[src/rtl/dmem_arbiter.sv]
// Two-port arbiter sharing one synchronous data memory between a core (A) and a DMA/debug port (B).
// Define DMEM_ARB_RR_EN for round-robin contention; otherwise A has priority with a B starvation limit.
module dmem_arbiter #(
  parameter int STARVE_LIMIT = 4
) (
  input  logic        clk,
  input  logic        reset,
  input  logic        a_req,
  input  logic [31:0] a_add,
  input  logic [3:0]  a_wen,
  input  logic [31:0] a_wdata,
  output logic        a_gnt,
  output logic        a_rvalid,
  output logic [31:0] a_rdata,
  input  logic        b_req,
  input  logic [31:0] b_add,
  input  logic [3:0]  b_wen,
  input  logic [31:0] b_wdata,
  output logic        b_gnt,
  output logic        b_rvalid,
  output logic [31:0] b_rdata,
  output logic [31:0] m_add,
  output logic [3:0]  m_wen,
  output logic [31:0] m_wdata,
  input  logic [31:0] m_rdata
);

  logic a_win, b_win;
  logic a_rvalid_q, a_rvalid_d;
  logic b_rvalid_q, b_rvalid_d;

`ifdef DMEM_ARB_RR_EN
  logic last_b_q, last_b_d;  // 1 = B was granted most recently
`else
  localparam logic [3:0] LIMIT = 4'(STARVE_LIMIT);
  logic [3:0] starve_cnt_q, starve_cnt_d;
`endif

  // NOTE: every always_comb output gets a default first so no path can infer a latch.
  always_comb begin
    a_win = 1'b0;
    b_win = 1'b0;
    if (reset) begin
      if (a_req && b_req) begin
`ifdef DMEM_ARB_RR_EN
        if (last_b_q) a_win = 1'b1;
        else          b_win = 1'b1;
`else
        if (starve_cnt_q == LIMIT) b_win = 1'b1;
        else                       a_win = 1'b1;
`endif
      end else begin
        a_win = a_req;
        b_win = b_req;
      end
    end
  end

  assign a_gnt = a_win;
  assign b_gnt = b_win;

  always_comb begin
    m_add   = 32'h0;
    m_wen   = 4'h0;
    m_wdata = 32'h0;
    if (a_win) begin
      m_add   = a_add;
      m_wen   = a_wen;
      m_wdata = a_wdata;
    end else if (b_win) begin
      m_add   = b_add;
      m_wen   = b_wen;
      m_wdata = b_wdata;
    end
  end

  always_comb begin
    a_rvalid_d = a_win && (a_wen == 4'h0);
    b_rvalid_d = b_win && (b_wen == 4'h0);
`ifdef DMEM_ARB_RR_EN
    last_b_d = last_b_q;
    if (a_win)      last_b_d = 1'b0;
    else if (b_win) last_b_d = 1'b1;
`else
    starve_cnt_d = 4'h0;
    if (b_req && !b_win)
      starve_cnt_d = (starve_cnt_q == LIMIT) ? starve_cnt_q : starve_cnt_q + 4'h1;
`endif
  end

  // NOTE: sequential state uses non-blocking assignments so all flops update from pre-edge values.
  always_ff @(posedge clk) begin
    if (!reset) begin
      a_rvalid_q <= 1'b0;
      b_rvalid_q <= 1'b0;
`ifdef DMEM_ARB_RR_EN
      last_b_q   <= 1'b1;
`else
      starve_cnt_q <= 4'h0;
`endif
    end else begin
      a_rvalid_q <= a_rvalid_d;
      b_rvalid_q <= b_rvalid_d;
`ifdef DMEM_ARB_RR_EN
      last_b_q   <= last_b_d;
`else
      starve_cnt_q <= starve_cnt_d;
`endif
    end
  end

  // Reset arriving the cycle after a read must hide that read's response.
  assign a_rvalid = a_rvalid_q & reset;
  assign b_rvalid = b_rvalid_q & reset;
  assign a_rdata  = m_rdata;
  assign b_rdata  = m_rdata;

endmodule

[config.mk]
export PLATFORM = sky130hd
export DESIGN_NAME = dmem_arbiter
export DESIGN_NICKNAME = d
export VERILOG_FILES = /design/src/rtl/dmem_arbiter.sv
export SDC_FILE = /design/constraint.sdc
export NUM_CORES = 1
export LEC_CHECK = 0
export CAP_MARGIN = 5
export CORE_AREA = 2 2 118 120
export DETAILED_ROUTE_END_ITERATION = 12
export DIE_AREA = 0 0 120 122
export PLACE_DENSITY = 0.54
export SYNTH_ARGS = -nofsm -noshare
export SYNTH_HDL_FRONTEND = slang
export SYNTH_SLANG_ARGS = --single-unit
[constraint.sdc]
create_clock -name clk -period 1.55 [get_ports clk]
set_clock_uncertainty 0.2 [all_clocks]
set_input_delay 0.155 -clock clk [delete_from_list [all_inputs] [get_ports clk]]
set_output_delay 0.155 -clock clk [all_outputs]
set_load 0.02 [all_outputs]
==> out/results.txt <==
Initial Util: 10.91%
CTS Buf Count: 3
Chip Height: 122 microns
CTS tree: done
Mean Syn Cell Area: 8.320 sq um
Unique masters post-synth: 18
clk_lat worst skew: 0.22 ns
Tot GR Track Use: 8.150%
wire length of the first global-routing pass: 9432 microns
fillers: 1,449
fin crit share: 137.5%
max cap viols: 0
Worst Tran Pin Value: 0.3145 ns
Max Buffers Root-to-Sink: 2
Crit. End Element: output pin
vias in the first global route: 1,866
Final setup viols: 72
failing checks: negative setup slack
GR Overflow Total: 0
Placed Cells incl. Taps: 502
Root Buffer Master: clkbuf_16
Post-DP HPWL: 5706 microns
pre-CTS WS: -0.8096 ns
largest net degree at the start of global routing: 40
post-synth top area cell: a22o_1
status: complete, but fails checks
setup tns final: -39.06 ns
total core area: 13,500 sq um
Peak VDD IR: 0.3703 mV
placer congestion estimate: 0.7086
CP Launch Type: register
die width: 120 microns
max-slew violations: 0
kind of critical path: register to output pin
Post-DRT Antenna Nets: 0
unrepaired setup endpoints after global routing: true
Crit path largest cell delay: 0.34 ns
clock-pin slew on the worst setup and hold paths: 0.03 ns
drt first pass iters: 4
P&R area growth vs syn: 146.2%
Post-CTS Hold Buffers: 0
initial antenna violation count: 0
CP arrival: 1.78 ns
Mapped Area: 1473 sq um
H-tree depth: 1
yosys warns: 0
drt wl/cell: 14.98 microns
via/cell ratio: 3.794
final non-filler cell total: 515
diode count: 0
Nets: 511
share of the synthesized area in the top cell type: 40.44%
P per Cell Area: 426.8 nW/um^2
Total Wirelength: 7716 microns
Final WS setup: -0.5815 ns
Util after Layout: 26.85%
sequential element share of the synthesized area: 8.156%
top-level I/O count: 308
Tightest Hold Check Type: primary input to output pin
Pwr Total: 1.548 mW
via count: 1,954
drt drc: 0
share of cells above drive strength 1: 34.03%
cell count after synthesis: 177
drt first-iter violations: 47
Tmin final: 2.131 ns
Hold Vio Cnt, Final: 0
CP required: 1.19 ns
CP delay by family, top: compound AO/OA/AOI/OAI gates
critical path peak fanout: 20
Crit path buffers/inverters: 3
Slowest cell on crit path: o211a_4
IO Port Bufs: 211
Yosys reg bits: 6
# rows: 43
top cells by area, synth: a22o_1, buf_4, dfxtp_1
Clock Sinks: 6
fmax: 469.2 MHz
crit path cell chain: inv_2 -> ha_4 -> nand3b_1 -> o211a_4 -> buf_12 -> a22o_4 -> buf_2
Worst slew margin: 78.84%
Total Die Area: 14,640 sq um
post-synth net total: 351
Leakage: 1.551 nW
[flip-flops by register name (all words and copies together) (netlist names)]
signal / cells
a_rvalid_q: 1
starve_cnt_q: 4
b_rvalid_q: 1
[final timing paths]
kind,from,endpoint,slack (ns),cells past startpoint
setup / recovery,starve_cnt_q[1],m_add[25],-0.58,7
hold / removal,m_rdata[26],a_rdata[26],0.11,0
setup reg to reg,starve_cnt_q[1],a_rvalid_q,-0.15,7
hold reg to reg,starve_cnt_q[0],starve_cnt_q[0],0.31,2
[layout make-up]
cell class	count	area, sq um	area share (%)
timing repair buffer	234	2356	64.98
multi-input combinational	88	832.0	22.95
tap	180	225.2	6.211
sequential	6	122.6	3.382
clock buffer	3	75.07	2.070
inverter	4	15.01	0.4141
[cell usage in the layout (no fill, tap or decap), types with 3 or more instances in the layout]
| cell type | instances |
|---|---|
| clkdlybuf4s50_1 | 138 |
| a22o_1 | 60 |
| buf_6 | 46 |
| buf_2 | 23 |
| buf_4 | 16 |
| a22o_4 | 8 |
| clkbuf_16 | 6 |
| nor2_1 | 4 |
| dfxtp_1 | 4 |
| buf_12 | 4 |
| and2_1 | 3 |
[report_power, final]
group | internal [mW] | total [mW] | switching [mW]
clock | 0.330 | 0.406 | 0.0760
sequential | 0.158 | 0.158 | 0.000904
combinational | 0.613 | 0.983 | 0.370
[cell usage after synthesis]
library cell   n
a21oi_2        1
a22o_1        68
and2_1         4
buf_2          7
buf_4         64
buf_6          8
dfxtp_1        6
ha_1           2
inv_1          4
nand2_1        1
nand3_1        1
nand3b_1       1
nand4_1        1
nor2_1         4
nor4_1         2
o211a_1        1
xnor2_1        1
xor2_1         1
[cells by family (layout without fill, tap and decap cells)]
family | count (synthesis) | count (layout) | synth area share (%)
buffers and inverters | 83 | 241 | 42.14
AOI/OAI and AO/OA | 70 | 70 | 41.72
and+or+nand+nor | 14 | 14 | 5.097
DFF | 6 | 6 | 8.157
adders and majority gates | 2 | 2 | 1.699
xor gates and xnor gates | 2 | 2 | 1.190
[layer usage]
| metal | track usage, % | wire length [microns] | up-vias |
|---|---|---|---|
| met5 | 0 | 0 | - |
| li1 | - | - | 913 |
| met2 | 15.70 | 4170 | 126 |
| met4 | 3.676 | 246 | 0 |
| met3 | 2.669 | 770 | 32 |
| met1 | 7.837 | 2528 | 883 |
[what timing repair did]
| action | 4_1_cts | 5_1_grt |
|---|---|---|
| endpoints found under the setup margin | 74 | 73 |
| gates cloned | 1 | 4 |
| gates resized for setup | 346 | 40 |
| setup buffers | 1 | 4 |
| pin swaps | 1 | 3 |
[per-stage QoR]
step                      cell area, sq um  hold slack (ns)
final                                 3626           0.1100
after CTS                             3379           0.1102
after global placement                3445           0.1102
after global routing                  3626           0.1100
after floorplan                       1569           0.1395
after detailed placement              3445           0.1102
No activity file was read; power rests on OpenSTA's default activity.
